File: config.mk
export PLATFORM = sky130hd
export DESIGN_NAME = cache_mem_ctrl
export DESIGN_NICKNAME = d
export VERILOG_FILES = /design/src/rtl/cache_pkg.sv /design/src/rtl/cache_line_array.sv /design/src/rtl/cache_mem_ctrl.sv
export SDC_FILE = /design/constraint.sdc
export NUM_CORES = 1
export LEC_CHECK = 0
export CAP_MARGIN = 20
export CORE_MARGIN = 2
export CORE_UTILIZATION = 40
export CTS_CLUSTER_DIAMETER = 60
export DETAILED_ROUTE_END_ITERATION = 10
export PLACE_DENSITY = 0.66
export SLEW_MARGIN = 0
export SYNTH_ARGS = -nofsm -noshare
export SYNTH_HDL_FRONTEND = slang
export SYNTH_SLANG_ARGS = --single-unit
File: constraint.sdc
create_clock -name cpu_clk -period 7.3 [get_ports cpu_clk]
set_input_delay 1.46 -clock cpu_clk [delete_from_list [all_inputs] [get_ports cpu_clk]]
set_output_delay 1.46 -clock cpu_clk [all_outputs]
set_load 0.03 [all_outputs]
File: src/rtl/cache_pkg.sv
// Shared definitions for the direct-mapped write-back cache controller:
// default geometry and the controller state encoding.
package cache_pkg;

    localparam int unsigned ADDR_W  = 32;
    localparam int unsigned DATA_W  = 32;
    localparam int unsigned INDEX_W = 4;
    localparam int unsigned TAG_W   = ADDR_W - INDEX_W - 2;

    typedef enum logic [1:0] {
        IDLE = 2'd0,
        WB   = 2'd1,
        FILL = 2'd2,
        RESP = 2'd3
    } state_t;

endpackage

File: src/rtl/cache_line_array.sv
// Per-line valid/dirty/tag/data storage: combinational read port, one
// synchronous write port; only valid and dirty are cleared by reset.
module cache_line_array #(
    parameter int unsigned INDEX_W = cache_pkg::INDEX_W,
    parameter int unsigned TAG_W   = cache_pkg::TAG_W,
    parameter int unsigned DATA_W  = cache_pkg::DATA_W
) (
    input  logic               cpu_clk,
    input  logic               rst,
    input  logic [INDEX_W-1:0] rd_index,
    output logic               rd_valid_c,
    output logic               rd_dirty_c,
    output logic [TAG_W-1:0]   rd_tag_c,
    output logic [DATA_W-1:0]  rd_data_c,
    input  logic               wr_en,
    input  logic [INDEX_W-1:0] wr_index,
    input  logic [TAG_W-1:0]   wr_tag,
    input  logic [DATA_W-1:0]  wr_data,
    input  logic               wr_dirty
);

    localparam int unsigned LINES = 1 << INDEX_W;

    logic [LINES-1:0]  valid_bits;
    logic [LINES-1:0]  dirty_bits;
    logic [TAG_W-1:0]  tag_mem  [LINES];
    logic [DATA_W-1:0] data_mem [LINES];

    assign rd_valid_c = valid_bits[rd_index];
    assign rd_dirty_c = dirty_bits[rd_index];
    assign rd_tag_c   = tag_mem[rd_index];
    assign rd_data_c  = data_mem[rd_index];

    // Line state bits: reset drops every line, dirty contents included.
    always_ff @(posedge cpu_clk or posedge rst) begin
        if (rst) begin
            valid_bits <= '0;
            dirty_bits <= '0;
        end else if (wr_en) begin
            valid_bits[wr_index] <= 1'b1;
            dirty_bits[wr_index] <= wr_dirty;
        end
    end

    always_ff @(posedge cpu_clk) begin
        if (wr_en) begin
            tag_mem[wr_index]  <= wr_tag;
            data_mem[wr_index] <= wr_data;
        end
    end

endmodule

File: src/rtl/cache_mem_ctrl.sv
// Direct-mapped, write-back, write-allocate cache controller; initiator on
// the cache-to-BRAM request/completion handshake.
module cache_mem_ctrl #(
    parameter int unsigned ADDR_W  = cache_pkg::ADDR_W,
    parameter int unsigned DATA_W  = cache_pkg::DATA_W,
    parameter int unsigned INDEX_W = cache_pkg::INDEX_W
) (
    input  logic              cpu_clk,
    input  logic              rst,
    input  logic              cpu_req,
    input  logic              cpu_we,
    input  logic [ADDR_W-1:0] cpu_addr,
    input  logic [DATA_W-1:0] cpu_wdata,
    output logic [DATA_W-1:0] cpu_rdata,
    output logic              cpu_ready,
    output logic              cache_ram_valid,
    output logic              ram_we,
    output logic [ADDR_W-1:0] ram_addr,
    output logic [DATA_W-1:0] ram_wdata,
    input  logic              bram_valid,
    input  logic [DATA_W-1:0] ram_rdata
);

    import cache_pkg::*;

    localparam int unsigned LTAG_W = ADDR_W - INDEX_W - 2;

    state_t state;
    state_t state_n;

    logic [INDEX_W-1:0] index;
    logic [LTAG_W-1:0]  tag;
    logic               addr_lsb_unused;

    logic               line_valid_c;
    logic               line_dirty_c;
    logic [LTAG_W-1:0]  line_tag_c;
    logic [DATA_W-1:0]  line_data_c;
    logic               hit_c;
    logic [ADDR_W-1:0]  fill_addr_c;
    logic [ADDR_W-1:0]  victim_addr_c;

    logic               wr_en_c;
    logic [DATA_W-1:0]  wr_data_c;
    logic               wr_dirty_c;

    logic               cpu_ready_n;
    logic               ram_valid_n;
    logic               ram_we_n;
    logic [ADDR_W-1:0]  ram_addr_n;
    logic [DATA_W-1:0]  ram_wdata_n;
    logic [DATA_W-1:0]  cpu_rdata_n;

    assign index           = cpu_addr[INDEX_W+1:2];
    assign tag             = cpu_addr[ADDR_W-1:INDEX_W+2];
    assign addr_lsb_unused = ^cpu_addr[1:0];

    assign hit_c         = line_valid_c && (line_tag_c == tag);
    assign fill_addr_c   = {tag, index, 2'b00};
    assign victim_addr_c = {line_tag_c, index, 2'b00};

    cache_line_array #(
        .INDEX_W (INDEX_W),
        .TAG_W   (LTAG_W),
        .DATA_W  (DATA_W)
    ) u_lines (
        .cpu_clk    (cpu_clk),
        .rst        (rst),
        .rd_index   (index),
        .rd_valid_c (line_valid_c),
        .rd_dirty_c (line_dirty_c),
        .rd_tag_c   (line_tag_c),
        .rd_data_c  (line_data_c),
        .wr_en      (wr_en_c),
        .wr_index   (index),
        .wr_tag     (tag),
        .wr_data    (wr_data_c),
        .wr_dirty   (wr_dirty_c)
    );

    // State register and registered outputs.
    always_ff @(posedge cpu_clk or posedge rst) begin
        if (rst) begin
            state           <= IDLE;
            cpu_ready       <= 1'b0;
            cache_ram_valid <= 1'b0;
            ram_we          <= 1'b0;
            ram_addr        <= '0;
            ram_wdata       <= '0;
            cpu_rdata       <= '0;
        end else begin
            state           <= state_n;
            cpu_ready       <= cpu_ready_n;
            cache_ram_valid <= ram_valid_n;
            ram_we          <= ram_we_n;
            ram_addr        <= ram_addr_n;
            ram_wdata       <= ram_wdata_n;
            cpu_rdata       <= cpu_rdata_n;
        end
    end

    // Next state, next outputs and line writes; BRAM request fields hold
    // their value until the next request is launched.
    always_comb begin
        state_n     = state;
        cpu_ready_n = 1'b0;
        ram_valid_n = 1'b0;
        ram_we_n    = ram_we;
        ram_addr_n  = ram_addr;
        ram_wdata_n = ram_wdata;
        cpu_rdata_n = cpu_rdata;
        wr_en_c     = 1'b0;
        wr_data_c   = cpu_wdata;
        wr_dirty_c  = 1'b1;

        case (state)
            IDLE: begin
                if (cpu_req) begin
                    if (hit_c) begin
                        wr_en_c     = cpu_we;
                        cpu_ready_n = 1'b1;
                        state_n     = RESP;
                        if (!cpu_we) begin
                            cpu_rdata_n = line_data_c;
                        end
                    end else begin
                        ram_valid_n = 1'b1;
                        if (line_valid_c && line_dirty_c) begin
                            ram_we_n    = 1'b1;
                            ram_addr_n  = victim_addr_c;
                            ram_wdata_n = line_data_c;
                            state_n     = WB;
                        end else begin
                            ram_we_n    = 1'b0;
                            ram_addr_n  = fill_addr_c;
                            state_n     = FILL;
                        end
                    end
                end
            end
            WB: begin
                if (bram_valid) begin
                    ram_valid_n = 1'b1;
                    ram_we_n    = 1'b0;
                    ram_addr_n  = fill_addr_c;
                    state_n     = FILL;
                end
            end
            FILL: begin
                if (bram_valid) begin
                    // Store misses allocate the line with the CPU data, already dirty.
                    wr_en_c     = 1'b1;
                    wr_data_c   = cpu_we ? cpu_wdata : ram_rdata;
                    wr_dirty_c  = cpu_we;
                    cpu_ready_n = 1'b1;
                    state_n     = RESP;
                    if (!cpu_we) begin
                        cpu_rdata_n = ram_rdata;
                    end
                end
            end
            RESP: begin
                state_n = IDLE;
            end
            default: begin
                state_n = IDLE;
            end
        endcase
    end

endmodule

### Yosys cells after proc, flatten, opt, wreduce, memory -nomap -nowiden

Memory sizes are Yosys's and may differ from the RTL's.
Cells that the tools add are included.

| storage, ports and cells | value |
|---|---|
| flip-flop bits (word level) | 133 |
| memory bits (writable) | 928 |
| bits of input ports | 101 |
| logic and storage cells | 82 |
| memories | 2 |

| cells by class | value |
|---|---|
| $lt $le $gt $ge | 2 |
| equal/unequal tests | 11 |
| mux-type cells | 46 |
| bitwise logic cells | 2 |
| reductions and logical operators | 10 |

Memories:

| name | depth | bits a word | rd ports | clocked after memory_dff | wr ports | RTL line | text |
|---|---|---|---|---|---|---|---|
| u_lines.data_mem | 16 | 32 | 1 | 0 | 1 | cache_line_array.sv:27 | `logic [DATA_W-1:0] data_mem [LINES];` |
| u_lines.tag_mem | 16 | 26 | 1 | 0 | 1 | cache_line_array.sv:26 | `logic [TAG_W-1:0] tag_mem [LINES];` |

Operators by type and width:

| kind | count |
|---|---|
| $mux W32 | 12 |
| $pmux W32 S2 | 2 |
| $eq A26 B26 Y1 | 1 |
| $mux W1 | 18 |
| $bwmux W16 | 1 |
| $or A16 B16 Y16 | 1 |
| $ne A2 B2 Y1 const B | 7 |
| $mux W2 | 5 |
| $bmux W1 S4 | 2 |
| $pmux W1 S2 | 4 |
| $pmux W2 S4 | 1 |
| $reduce_and A4 Y1 | 2 |
| $reduce_and A6 Y1 | 1 |
| $lt A4 B5 Y1 const B | 1 |
| $demux W1 S4 | 1 |
| $eq A2 B2 Y1 const B | 2 |
| $ge A4 B1 Y1 const B | 1 |
| $reduce_bool A2 Y1 | 2 |
| $logic_and A1 B1 Y1 | 3 |
| $reduce_and A3 Y1 | 1 |
| $eq A2 B1 Y1 const B | 1 |
| $logic_not A2 Y1 | 1 |
| $not A1 Y1 | 1 |

### Depth between registers and ports, before layout

Gate-level depths: netlist of run 1.

| logic depth | value |
|---|---|
| depth in word-level cells | 8 |
| depth in mapped cells | 15 |

### Cells and area by module

From an unflattened synthesis of run 1, not the netlist that was laid out.

| unflattened totals | value |
|---|---|
| cells, all modules | 1948 |
| area total of the unflattened synthesis | 41597.4 um^2 |

By module, submodules not included:

| module | instances | cells each | area an instance (um^2) | sequential area each (um^2) |
|---|---|---|---|---|
| cache_line_array | 1 | 1531 | 36062.1 | 28667.5 |
| cache_mem_ctrl | 1 | 417 | 5535.3 | 2477.4 |

### Least setup slack after synthesis of run 1

Ideal clock, no wire load.

| path | value |
|---|---|
| path kind | input -> register |
| from | in cpu_addr[4] |
| to | mem u_lines.data_mem[10][0] (enable) |
| setup time | 545 ps |
| arrival time | 7805 ps |
| setup slack | -1050 ps |
| stages on the path | 13 |
| path buffers | 4 |
| path through | buf_2 -> buf_2 -> mux4_2 -> a22oi_1 -> nand2_1 -> xor2_1 -> a21oi_1 -> o2111a_2 -> and4_4 -> buf_4 -> a21boi_2 -> buf_2 -> nor3_1 |

| on the way | value |
|---|---|
| longest elaborated chain between the ends | 8 |

Ends and longest elaborated chain:

| element | RTL line | text |
|---|---|---|
| start: declaration | cache_mem_ctrl.sv:12 | `input logic [ADDR_W-1:0] cpu_addr,` |
| $mem_v2 Z16 W26 or $bmux W1 S4 (tied branches) | -- |  |
| $eq A26 B26 Y1 or $mux W1 (tied branches) | cache_mem_ctrl.sv:58, cache_line_array.sv:29 |  |
| $logic_and A1 B1 Y1 | cache_mem_ctrl.sv:58 | `assign hit_c = line_valid_c && (line_tag_c == tag);` |
| $mux W1 | cache_mem_ctrl.sv:119 | `if (hit_c) begin` |
| $mux W1 | cache_mem_ctrl.sv:118 | `if (cpu_req) begin` |
| $pmux W1 S2 | cache_mem_ctrl.sv:116 | `case (state)` |
| $mux W1 | cache_line_array.sv:46 | `if (wr_en) begin` |
| $mux W1 (not written as such) | cache_line_array.sv:48 | `data_mem[wr_index] <= wr_data;` |
| end: declaration | cache_line_array.sv:27 |  |

Parallel ways exist; a longest one is shown, timed or not. The select of a mux whose other input is x is not followed.

### Worst setup path after layout of run 1

| path | value |
|---|---|
| from | in cpu_addr[3] |
| to | mem u_lines.tag_mem[0][1] (netlist name) (enable) |

| on the way | value |
|---|---|
| longest elaborated chain between the ends | 8 |

Ends and longest elaborated chain:

| element | RTL line | text |
|---|---|---|
| $mem_v2 Z16 W26 or $bmux W1 S4 (tied branches) | -- |  |
| $eq A26 B26 Y1 or $mux W1 (tied branches) | cache_mem_ctrl.sv:58, cache_line_array.sv:29 |  |
| $logic_and A1 B1 Y1 | cache_mem_ctrl.sv:58 |  |
| $mux W1 | cache_mem_ctrl.sv:119 |  |
| $mux W1 | cache_mem_ctrl.sv:118 |  |
| $pmux W1 S2 | cache_mem_ctrl.sv:116 |  |
| $mux W1 | cache_line_array.sv:46 |  |
| $mux W1 (not written as such) | cache_line_array.sv:47 | `tag_mem[wr_index] <= wr_tag;` |
| end: declaration | cache_line_array.sv:26 |  |

Parallel ways exist; a longest one is shown, timed or not. The select of a mux whose other input is x is not followed.

==> metrics.md, run 1 <==
| Metric | Value |
|---|---|
| Post-CTS Setup Repair Bufs | `0` |
| Yosys warns | `0` |
| Drt first pass iters | `5` |
| Clk buf depth | `3` |
| Total GRT Usage | `0.1833` |
| Combinational share of power | `0.184` |
| Die Wd | `332.0 um` |
| Setup ws final | `1.603 ns` |
| CTS buffer count | `about 110` |
| Number of synthesized flops with an enable pin | `a little over 900` |
| Vias in the first global route | `22900` |
| Initial antenna violation count | `6` |
| LEAKAGE | `roughly 17 nW` |
| Peak supply drop | `roughly 0.19 mV` |
| Initial Utilization | `0.4026` |
| Die area | `~110000 um^2` |
| Non-filler instance count after layout | `3842` |
| Outcome | `complete, no violations` |
| # clock sinks | `1059` |
| Post_cts resized | `0` |
| CP Capture Type | `flip-flop` |
| Tcrit/Tclk final | `0.7805` |
| WS Path Type | `primary input to flip-flop` |
| Post-DP HPWL | `around 57000 um` |
| Net Sw Frac | `0.2641` |
| Predominant post-synthesis flop cell | `edfxtp_1` |
| Final slew viol count | `0` |
| Cell area after synthesis | `approximately 43000 um^2` |
| HP Class | `flip-flop to flip-flop` |
| DR iter-0 viols | `~2000` |
| Final nets | `approximately 2400` |
| Core area | `between 100000 and 150000 um^2` |
| Vias | `roughly 22000` |
| # hold bufs at CTS | `0` |
| Pre-CTS WS | `approximately 0.83 ns` |
| Hold Fails Final Rpt | `0` |
| Psw | `around 4.2 mW` |
| Layout Utilization | `0.4705` |
| Clock Latency Late Sink | `roughly 0.70 ns` |
| Total negative setup slack | `0 ns` |
| Worst Tran Pin Value | `between 1 and 1.5 ns` |
| Height of the die | `332.0 um` |
| Final Wtd Congestion | `approximately 0.8` |
| Share of cells above drive strength 1 | `0.2896` |
| Max_cap viols | `0` |
| Core Rows | `between 100 and 150` |
| Ys async rst share | `0.1237` |
| Synth cell types | `73` |
| Largest net degree at the start of global routing | `84` |
| CTS tree | `built` |
| Clock skew | `0.04325 ns` |
| WL final | `102100 um` |
| Critical path fanouts, max | `71` |
| Grt ovf | `0` |
| Final min period | `5.698 ns` |
| H-tree depth | `3` |
| Area Growth Syn to Fin | `16.86%` |
| Final setup vio count | `0` |
| Clock-pin slew on the worst setup and hold paths | `0.06 ns` |
| Residual DRC | `0` |
| Post-Syn Area per Cell | `20.47 um^2` |
| Sequential share of power | `0.466` |
| Share of power burned in the clock network | `0.350` |
| Placed inst area | `approximately 47000 um^2` |
| RSZ-0062 raised after global routing | `false` |
| Avg WL per Cell | `26.56 um` |
| Type of origin of the critical path | `primary input` |
| FMAX | `175.5 MHz` |
| Register bit total from synthesis | `~1100` |
| Worst path arrival time | `between 5 and 6 ns` |
| Root Buffer | `clkbuf_16` |
| Pwr Density | `approximately 310 nW/um^2` |
| Post-route ant nets | `0` |
| Placed instance count | `~3600` |
| # IOs | `200` |
| Internal Pwr Total | `around 12 mW` |
| Via-to-Cell Ratio | `about 5.6` |
| Cell count after synthesis | `2103` |
| First-pass GRT wire length | `150700 um` |
| Sequential cell area fraction in the yosys report | `0.7236` |
| Port-buffer cells | `slightly below 200` |
| Worst path required time | `roughly 7.6 ns` |
| Final design instance area without fill | `between 50000 and 60000 um^2` |
| Slew Limit Headroom | `0.2798` |
==> sequential cells by signal, summed over array words and instances, names as in the netlist <==
name,cells
ram_we,1
ram_wdata,32
cpu_rdata,32
ram_addr,30
u_lines.tag_mem,416
u_lines.dirty_bits,16
u_lines.data_mem,512
state,2
cache_ram_valid,1
cpu_ready,1
u_lines.valid_bits,16
==> critical path, cell delays in order <==
cell and delay (ns):
buf_8 0.53, buf_4 0.60, mux2i_1 0.16, a22oi_1 0.22
nand2_1 0.13, xnor2_1 0.18, o41ai_1 0.55, and4b_1 0.39
and4_4 0.53, a21boi_2 0.09, buf_4 0.26, nor3_2 0.26
buf_4 0.56
==> power groups by stage <==
stage | Combinational [mW] | Clock, mW | Sequential (mW)
floorplan | 1.36 | 0 | 7.91
global placement | 2.86 | 0 | 7.44
detailed placement | 2.92 | 0 | 7.47
CTS | 2.93 | 5.63 | 7.35
global route | 3.07 | 5.87 | 7.39
finish | 2.90 | 5.53 | 7.35
==> final cells by class <==
type / count / area, um^2
flip-flops and latches: 1059 / 31140
inverters: 18 / 72.57
diodes: 1 / 2.502
fillers: 8735 / 56600
well taps: 1403 / 1755
clock inverters: 66 / 753.2
multi-input cells: 905 / 11100
clock buffers: 134 / 2838
repair buffers: 256 / 2635
==> per-layer routing <==
layer	up-vias	global-route usage	part of all wire
li1	9109	-	-
met1	11540	0.2442	0.41
met2	854	0.3087	0.50
met3	199	0.03030	0.064
met4	4	0.05783	0.028
met5	-	0	0.00022
==> synthesized netlist by cell type, types with 7 or more instances <==
master | number | area (um^2)
mux4_2 | 249 | 5608
mux2_4 | 30 | 450.4
xor2_1 | 12 | 105.1
dfrtp_1 | 131 | 3278
nor2_1 | 52 | 195.2
buf_2 | 34 | 170.2
nand3_1 | 7 | 35.03
mux2i_1 | 84 | 840.8
a211oi_1 | 20 | 150.1
nand2_1 | 60 | 225.2
edfxtp_1 | 928 | 27870
or2_2 | 18 | 112.6
buf_1 | 11 | 41.29
xnor2_1 | 16 | 140.1
buf_6 | 30 | 337.8
buf_4 | 11 | 82.58
a31oi_1 | 11 | 68.82
mux2_2 | 134 | 1509
a22oi_1 | 25 | 187.7
or3_1 | 8 | 50.05
a21oi_1 | 25 | 125.1
nor3_1 | 35 | 175.2
o21ai_0 | 27 | 135.1
clkbuf_1 | 30 | 112.6
inv_1 | 18 | 67.56
==> per-stage QoR <==
| stage | total power [mW] | hold WS, ns |
|---|---|---|
| global placement | 10.30 | 0.4482 |
| CTS | 15.91 | 0.4701 |
| detailed placement | 10.39 | 0.4530 |
| floorplan | 9.271 | 0.4337 |
| global route | 16.34 | 0.4836 |
| finish | 15.78 | 0.4721 |
==> cell usage in the layout (no fill, tap or decap), types with 20 or more instances in the layout <==
master,count
buf_4,44
mux2_4,30
edfxtp_1,928
clkbuf_1,20
clkinv_2,27
o21ai_0,27
dfrtp_1,131
mux2i_1,84
nor3_1,26
clkbuf_16,106
nor2_1,44
a21oi_1,25
mux2_2,134
a22oi_1,25
a211oi_1,20
clkdlybuf4s50_1,191
mux4_2,249
nand2_1,60
==> path summary, 6_finish.rpt <==
| check | start | end | slack [ns] | cells past startpoint |
|---|---|---|---|---|
| setup reg to reg | u_lines.tag_mem[10][2]$_DFFE_PP_ | u_lines.tag_mem[0][1]$_DFFE_PP_ | 2.80 | 11 |
| hold / removal | u_lines.valid_bits[1]$_DFFE_PP0P_ | u_lines.valid_bits[1]$_DFFE_PP0P_ | 0.47 | 1 |
| max in group asynchronous | rst | ram_addr[16]$_DFFE_PP0P_ | 4.57 | 3 |
| setup / recovery | cpu_addr[3] | u_lines.tag_mem[0][1]$_DFFE_PP_ | 1.60 | 13 |
| min in group asynchronous | rst | ram_wdata[8]$_DFFE_PP0P_ | 1.28 | 2 |
| hold reg to reg | u_lines.valid_bits[1]$_DFFE_PP0P_ | u_lines.valid_bits[1]$_DFFE_PP0P_ | 0.47 | 1 |
==> cell families (layout without fill, tap and decap cells) <==
family / after synthesis / after routing / share of synthesized area
fa+ha+maj: 3 / 3 / 0.0008722
mux: 507 / 507 / 0.1994
xor+xnor: 28 / 28 / 0.005698
compound gates: 159 / 159 / 0.02648
simple gates: 206 / 206 / 0.02270
other cells: 1 / 3 / 0.00008713
flops: 1059 / 1059 / 0.7236
buf+inv: 140 / 474 / 0.02119
Power figures use the tool's default switching activity.
==> run 2, diff against run 1 <==
--- a/config.mk
+++ b/config.mk
@@ -10,7 +10,7 @@
 export CORE_UTILIZATION = 40
 export CTS_CLUSTER_DIAMETER = 60
 export DETAILED_ROUTE_END_ITERATION = 10
-export PLACE_DENSITY = 0.66
+export PLACE_DENSITY = 0.64
 export SLEW_MARGIN = 0
 export SYNTH_ARGS = -nofsm -noshare
 export SYNTH_HDL_FRONTEND = slang
==> constraint.sdc (replaced) <==
create_clock -name cpu_clk -period 5.66 [get_ports cpu_clk]
set_input_delay 1.132 -clock cpu_clk [delete_from_list [all_inputs] [get_ports cpu_clk]]
set_output_delay 1.132 -clock cpu_clk [all_outputs]
set_load 0.03 [all_outputs]
==> run 2 against run 1 <==
Effect of this change:
- combinational power increased by 33%
- die area unchanged
- sequential share of layout area down 0.82 points
- highest routed layer unchanged
- utilization up 0.63 points
- routed wire length up 1.0%
- cell count up 1.8%
- global-route usage grew 0.28 points
- largest cell class unchanged
- largest power group unchanged
- design area rose by 1.3%
==> metrics.md, run 2 (synthesis results as in run 1) <==
| Metric | Value |
|---|---|
| Root Buffer | `clkbuf_16` |
| Final slew viol count | `0 (unchanged)` |
| # clock sinks | `1059 (unchanged)` |
| Critical path fanouts, max | `58 (-18%)` |
| Max FFs per register | `512 (unchanged)` |
| Core Rows | `120 (unchanged)` |
| Port-buffer cells | `195 (unchanged)` |
| Area Growth Syn to Fin | `18.42%` |
| Worst path required time | `6.07 ns (-1.53 ns)` |
| Via-to-Cell Ratio | `5.595 (-0.97%)` |
| H-tree depth | `3 (unchanged)` |
| Net Sw Frac | `0.2636 (-0.0005116)` |
| RSZ-0062 raised after global routing | `false` |
| Worst Tran Pin Value | `1.155 ns (+0.07504 ns)` |
| Type of origin of the critical path | `primary input` |
| CTS tree | `built` |
| Tot Pwr | `20.05 mW (+27%)` |
| Vias | `21880 (+0.79%)` |
| Final min period | `about 4.7 ns` |
| Reg with most FFs | `u_lines.data_mem` |
| Peak supply drop | `0.2945 mV (+53%)` |
| Psw | `5.284 mW (+27%)` |
| Post_cts resized | `0 (unchanged)` |
| Die area | `110200 um^2 (unchanged)` |
| # diodes | `0 (-1)` |
| Layout Utilization | `0.4768 (+0.006296)` |
| Pwr Density | `393.4 nW/um^2 (+25%)` |
| Total GRT Usage | `0.1861 (+0.002803)` |
| # hold bufs at CTS | `0 (unchanged)` |
| Share of power burned in the clock network | `0.335 (-0.015)` |
| Final nets | `2523 (+3.0%)` |
| First-pass GRT wire length | `152600 um (+1.3%)` |
| Final design instance area without fill | `50970 um^2 (+1.3%)` |
| Grt ovf | `0 (unchanged)` |
| DR iter-0 viols | `1899 (-7.9%)` |
| FMAX | `between 200 and 250 MHz` |
| Post-DP HPWL | `60980 um (+7.3%)` |
| Top Registers | `u_lines.data_mem: 512 flops, u_lines.tag_mem: 416 flops` |
| Post-CTS Setup Repair Bufs | `0 (unchanged)` |
| Drt first pass iters | `5 (unchanged)` |
| Fill cells | `8699 (-0.41%)` |
| Commonest non-fill, non-tap cells in the layout | `edfxtp_1, mux4_2, clkdlybuf4s50_1` |
| Largest net degree at the start of global routing | `99 (+18%)` |
| Core area | `106900 um^2 (unchanged)` |
| Clock Latency Late Sink | `0.68 ns (-0.02 ns)` |
| CP Capture Type | `flip-flop` |
| Share of cells above drive strength 1 | `0.3004 (+0.01078)` |
| Internal Pwr Total | `14.77 mW (+27%)` |
| Residual DRC | `0 (unchanged)` |
| Height of the die | `332.0 um (unchanged)` |
| Initial antenna violation count | `4 (-2)` |
| Die Wd | `332.0 um (unchanged)` |
| Placed inst area | `47640 um^2 (+2.0%)` |
| Clock skew | `0.02663 ns (-0.01662 ns)` |
| LEAKAGE | `17.10 nW (+2.4%)` |
| Final Wtd Congestion | `0.8389 (+4.9%)` |
| Post-route ant nets | `0 (unchanged)` |
| Vias in the first global route | `22870 (-0.10%)` |
| HP Class | `flip-flop to flip-flop` |
| Sequential share of power | `0.472 (+0.006)` |
| Avg WL per Cell | `26.37 um (-0.73%)` |
| CTS buffer count | `103 (-1.9%)` |
| Clk buf depth | `3 (unchanged)` |
| Hold Fails Final Rpt | `0 (unchanged)` |
| # IOs | `200 (unchanged)` |
| Outcome | `complete, no violations` |
| Clock-pin slew on the worst setup and hold paths | `0.06 ns (about the same)` |
| Most common cell after layout, fill and taps aside | `edfxtp_1` |
| Slew Limit Headroom | `0.2279 (-0.05196)` |
| Final setup vio count | `0 (unchanged)` |
| Tcrit/Tclk final | `0.8327` |
| WS Path Type | `primary input to flip-flop` |
| Max_cap viols | `0 (unchanged)` |
| Combinational share of power | `0.192 (+0.008)` |
| Initial Utilization | `0.4026 (unchanged)` |
| WL final | `103100 um (+1.0%)` |
| Worst path arrival time | `5.12 ns (-0.87 ns)` |
-- run 2: changes by cell type in the layout (fill, tap and decap cells not counted), moves of 2 or more --
cell and delta:
nor3_2 -9, buf_12 +24, nor3_4 +9, clkinv_8 +2, clkbuf_1 +16, clkinv_2 -15
clkbuf_8 +3, bufinv_16 -6, buf_4 +53, clkinv_1 +5, clkinvlp_4 -3, clkinv_4 -4
-- run 2: critical path: stages --
cell      delay (ns)
buf_8           0.47
buf_4           0.29
mux4_2          0.55
a221oi_1        0.34
buf_4           0.20
a211oi_1        0.05
o2111a_1        0.17
o2111a_2        0.14
and4_4          0.21
a21boi_4        0.89
nor2_4          0.33
buf_12          0.29
-- run 2: layout make-up --
| type | count | area, um^2 | share of cell area |
|---|---|---|---|
| repair buffers | 332 | 3502 | 0.06871 |
| multi-input cells | 905 | 11160 | 0.2190 |
| clock inverters | 41 | 421.7 | 0.008272 |
| flip-flops and latches | 1059 | 31140 | 0.6110 |
| well taps | 1403 | 1755 | 0.03444 |
| inverters | 18 | 72.57 | 0.001424 |
| clock buffers | 152 | 2914 | 0.05717 |
-- run 2: final timing paths --
check / cells after the start / start / to / slack (ns)
worst max-delay path: 12 / cpu_addr[2] / u_lines.tag_mem[14][10]$_DFFE_PP_ / 0.95
worst min-delay path: 1 / u_lines.valid_bits[14]$_DFFE_PP0P_ / u_lines.valid_bits[14]$_DFFE_PP0P_ / 0.47
worst max register to register: 11 / u_lines.tag_mem[10][9]$_DFFE_PP_ / u_lines.tag_mem[14][10]$_DFFE_PP_ / 1.67
worst min register to register: 1 / u_lines.valid_bits[14]$_DFFE_PP0P_ / u_lines.valid_bits[14]$_DFFE_PP0P_ / 0.47
max in group asynchronous: 3 / rst / ram_addr[10]$_DFFE_PP0P_ / 3.70
min in group asynchronous: 2 / rst / ram_addr[5]$_DFFE_PP0P_ / 0.91
-- run 2: power by group through the flow --
stage	Sequential (mW)	Clock, mW	Combinational [mW]
floorplan	10.2	0	1.76
global placement	9.59	0	3.80
detailed placement	9.63	0	3.87
CTS	9.47	6.85	3.89
global route	9.53	7.15	4.07
finish	9.47	6.73	3.86
-- run 2: per-stage QoR --
stage	hold slack (ns)	setup slack [ns]	setup TNS, ns	std cells
after global routing	0.4862	0.8297	0	3910
after floorplan	0.4337	-0.8493	-608.35	2104
after detailed placement	0.4533	0.2275	0	3717
after global placement	0.4481	0.3134	0	3717
after CTS	0.4715	0.9309	0	3910
final	0.4727	0.9467	0	3910
-- run 2: routing by layer --
| metal | global-route usage | part of all wire | up-vias |
|---|---|---|---|
| met1 | 0.2503 | 0.41 | 11710 |
| met2 | 0.3183 | 0.51 | 738 |
| met4 | 0.04545 | 0.020 | 8 |
| met3 | 0.02896 | 0.060 | 150 |
| li1 | - | - | 9268 |
| met5 | 0 | 0.00052 | - |
==> run 3, diff against run 2 <==
--- a/config.mk
+++ b/config.mk
@@ -10,7 +10,7 @@
 export CORE_UTILIZATION = 40
 export CTS_CLUSTER_DIAMETER = 60
 export DETAILED_ROUTE_END_ITERATION = 10
-export PLACE_DENSITY = 0.64
+export PLACE_DENSITY = 0.66
 export SLEW_MARGIN = 0
 export SYNTH_ARGS = -nofsm -noshare
 export SYNTH_HDL_FRONTEND = slang
==> constraint.sdc (replaced) <==
create_clock -name cpu_clk -period 4 [get_ports cpu_clk]
set_input_delay 0.8 -clock cpu_clk [delete_from_list [all_inputs] [get_ports cpu_clk]]
set_output_delay 0.8 -clock cpu_clk [all_outputs]
set_load 0.03 [all_outputs]
==> run 3 against run 2 <==
Effect of this change:
- critical path depth rose by 2
- critical path type unchanged
- worst setup slack lost 0.79 ns
- clock skew is 0.0079 ns higher
- clock power increased by 53%
- utilization grew 2.5 points
- highest routed layer unchanged
- design area increased by 5.3%
- via count up 3.5%
==> metrics.md, run 3 (synthesis results as in run 1) <==
| Metric | Value |
|---|---|
| R2r startpoint | `u_lines.tag_mem[1][2]$_DFFE_PP_` |
| Pwr Density | `550.1 nW/um^2 (+40%)` |
| Height of the die | `332.0 um (unchanged)` |
| Fill cells | `8480 (-2.5%)` |
| Placed inst area | `49960 um^2 (+4.9%)` |
| Type of origin of the critical path | `primary input` |
| Clk buf depth | `3 (unchanged)` |
| Worst path required time | `4.39 ns (-1.68 ns)` |
| FMAX | `260.1 MHz` |
| Slowest stage delay, CP | `0.53 ns (-0.36 ns)` |
| Setup ws final | `0.1556 ns (-0.7912 ns)` |
| Root Buffer | `clkbuf_16` |
| Total GRT Usage | `0.1925 (+0.006441)` |
| Final nets | `2718 (+7.7%)` |
| WL final | `106800 um (+3.6%)` |
| Port-buffer cells | `195 (unchanged)` |
| CTS buffer count | `103 (unchanged)` |
| Slew Limit Headroom | `0.4639 (+0.2360)` |
| DR iter-0 viols | `2460 (+30%)` |
| Initial antenna violation count | `3 (-1)` |
| Pre-CTS WS | `-0.6306 ns (-0.8581 ns)` |
| Final Wtd Congestion | `0.8723 (+4.0%)` |
| Max_cap viols | `0 (unchanged)` |
| CTS tree | `built` |
| Final slew viol count | `0 (unchanged)` |
| Worst path arrival time | `4.24 ns (-0.88 ns)` |
| Vias | `22640 (+3.5%)` |
| RSZ-0062 raised after global routing | `false` |
| Commonest non-fill, non-tap cells in the layout | `edfxtp_1, mux4_2, buf_4` |
| Hold Fails Final Rpt | `0 (unchanged)` |
| Post-DP HPWL | `69040 um (+13%)` |
| Initial Utilization | `0.4026 (unchanged)` |
| Critical path fanouts, max | `14 (-76%)` |
| Vias in the first global route | `23980 (+4.9%)` |
| Reg with most FFs | `u_lines.data_mem` |
| Worst Tran Pin Value | `0.8042 ns (-0.3511 ns)` |
| Critical path depth | `14 (+2)` |
| First-pass GRT wire length | `158500 um (+3.8%)` |
| Outcome | `complete, no violations` |
| Via-to-Cell Ratio | `5.513 (-1.5%)` |
| Post-route ant nets | `0 (unchanged)` |
| Max FFs per register | `512 (unchanged)` |
| Grt ovf | `0 (unchanged)` |
| Tcrit/Tclk final | `0.9611` |
| HP Class | `flip-flop to flip-flop` |
| Most common cell after layout, fill and taps aside | `edfxtp_1` |
| Final design instance area without fill | `53660 um^2 (+5.3%)` |
| Drt first pass iters | `6 (+1)` |
| CP cell instances | `buf_8 -> buf_4 -> mux4_1 -> mux4_2 -> or2_0 -> a21oi_1 -> o2111a_2 -> and4_4 -> a21boi_4 -> buf_12 -> nor3_4 -> buf_4 -> buf_4 -> buf_12` |
| Residual DRC | `0 (unchanged)` |
| Cell family with most CP delay | `multiplexers` |
| Final min period | `slightly below 4 ns` |
| Reg2reg setup slack | `0.19 ns (-1.48 ns)` |
| WS Path Type | `primary input to flip-flop` |
| # IOs | `200 (unchanged)` |
| Total negative setup slack | `0 ns (unchanged)` |
| # clock sinks | `1059 (unchanged)` |
| CP Capture Type | `flip-flop` |
| Peak supply drop | `0.3404 mV (+16%)` |
| Clock Latency Late Sink | `0.70 ns (+0.02 ns)` |
| Critical R2R Capture | `u_lines.data_mem[9][3]$_DFFE_PP_` |
| # diodes | `0 (unchanged)` |
| Final setup vio count | `0 (unchanged)` |
| Die Wd | `332.0 um (unchanged)` |
| Avg WL per Cell | `26.01 um (-1.3%)` |
| Crit-path most repeated cell | `buf_4` |
| Share of cells above drive strength 1 | `0.3646 (+0.06429)` |
| Reg2reg path depth | `14 (+3)` |
| Area Growth Syn to Fin | `24.66%` |
| Top Registers | `u_lines.data_mem: 512 flops, u_lines.tag_mem: 416 flops` |
| Core Rows | `120 (unchanged)` |
| CP Buf/Inv Count | `6 (+2)` |
| Clock-pin slew on the worst setup and hold paths | `0.06 ns (about the same)` |
| End point of the critical path | `u_lines.data_mem[9][3]$_DFFE_PP_` |
| Die area | `110200 um^2 (unchanged)` |
| # hold bufs at CTS | `0 (unchanged)` |
| Clock skew | `0.03458 ns (+0.007947 ns)` |
| Core area | `106900 um^2 (unchanged)` |
| H-tree depth | `3 (unchanged)` |
| Largest net degree at the start of global routing | `108 (+9.1%)` |
| Slowest-stage cell, CP | `mux4_1` |
| LEAKAGE | `18.46 nW (+7.9%)` |
| CP Launch Point | `cpu_addr[3]` |
==> run 3: cell types whose count changed in the layout (fill, tap and decap cells not counted), moves of 3 or more <==
cell        before  now
clkinv_2        12   25
clkinv_4         0   10
clkbuf_8        11    3
buf_12          41  112
clkbuf_1        36    7
buf_6            1    4
bufinv_16        6   16
clkinvlp_4       2   14
clkinv_1        13    8
inv_6            5    1
buf_4           97  218
==> run 3: what timing repair did <==
item	CTS	global route
buffers inserted	0	4
setup endpoints to repair	0	109
resized for setup	0	4
==> run 3: metrics by stage <==
step	power (mW)	instances	hold slack (ns)	util
6_report	29.52	4107	0.4664	0.5019
4_1_cts	29.74	4103	0.4639	0.5015
3_5_place_dp	19.47	3908	0.4496	0.4673
5_1_grt	30.49	4107	0.4859	0.5019
3_3_place_gp	19.31	3908	0.4452	0.4673
2_1_floorplan	16.96	2104	0.4337	-
==> run 3: worst min-delay path by stage <==
stage	startpoint	endpoint	slack [ns]	cells past startpoint
floorplan	u_lines.valid_bits[10]$_DFFE_PP0P_	u_lines.valid_bits[10]$_DFFE_PP0P_	0.43	1
global placement	u_lines.valid_bits[6]$_DFFE_PP0P_	u_lines.valid_bits[6]$_DFFE_PP0P_	0.45	1
detailed placement	u_lines.valid_bits[3]$_DFFE_PP0P_	u_lines.valid_bits[3]$_DFFE_PP0P_	0.45	1
CTS	u_lines.valid_bits[3]$_DFFE_PP0P_	u_lines.valid_bits[3]$_DFFE_PP0P_	0.46	1
global route	u_lines.valid_bits[15]$_DFFE_PP0P_	u_lines.valid_bits[15]$_DFFE_PP0P_	0.49	1
finish	u_lines.valid_bits[3]$_DFFE_PP0P_	u_lines.valid_bits[3]$_DFFE_PP0P_	0.47	1
==> run 3: power by group <==
part,leakage [nW],switching (mW),total [mW],internal [mW]
Clock,1.76,4.34,10.3,5.93
Sequential,9.96,0.452,13.4,13.0
Combinational,6.73,3.09,5.81,2.73
==> run 3: cell type report <==
type	instances	area (um^2)	area share
multi-input combinational	905	11160	0.2081
sequential	1059	31140	0.5804
timing repair buffer	527	5866	0.1093
inverter	18	71.32	0.001329
clock inverter	81	984.7	0.01835
clock buffer	114	2670	0.04976
tap	1403	1755	0.03272
==> run 3: layer usage <==
metal	up-vias	routed length (um)	global-route usage
met4	2	2580	0.05484
met5	-	11	0
li1	9679	-	-
met2	794	53370	0.3224
met1	12010	44270	0.2613
met3	161	6603	0.03077
==> run 3: worst reg2reg max path, stage by stage, from the launching register on <==
cell and delay (ns):
edfxtp_1 0.38, mux4_2 0.47, mux2i_1 0.25, xor2_1 0.31, nand2_1 0.09, o41ai_1 0.37
buf_4 0.18, and4b_1 0.28, and4_4 0.27, a21boi_4 0.08, buf_12 0.16, nor3_4 0.18
buf_4 0.15, buf_4 0.16, buf_12 0.17
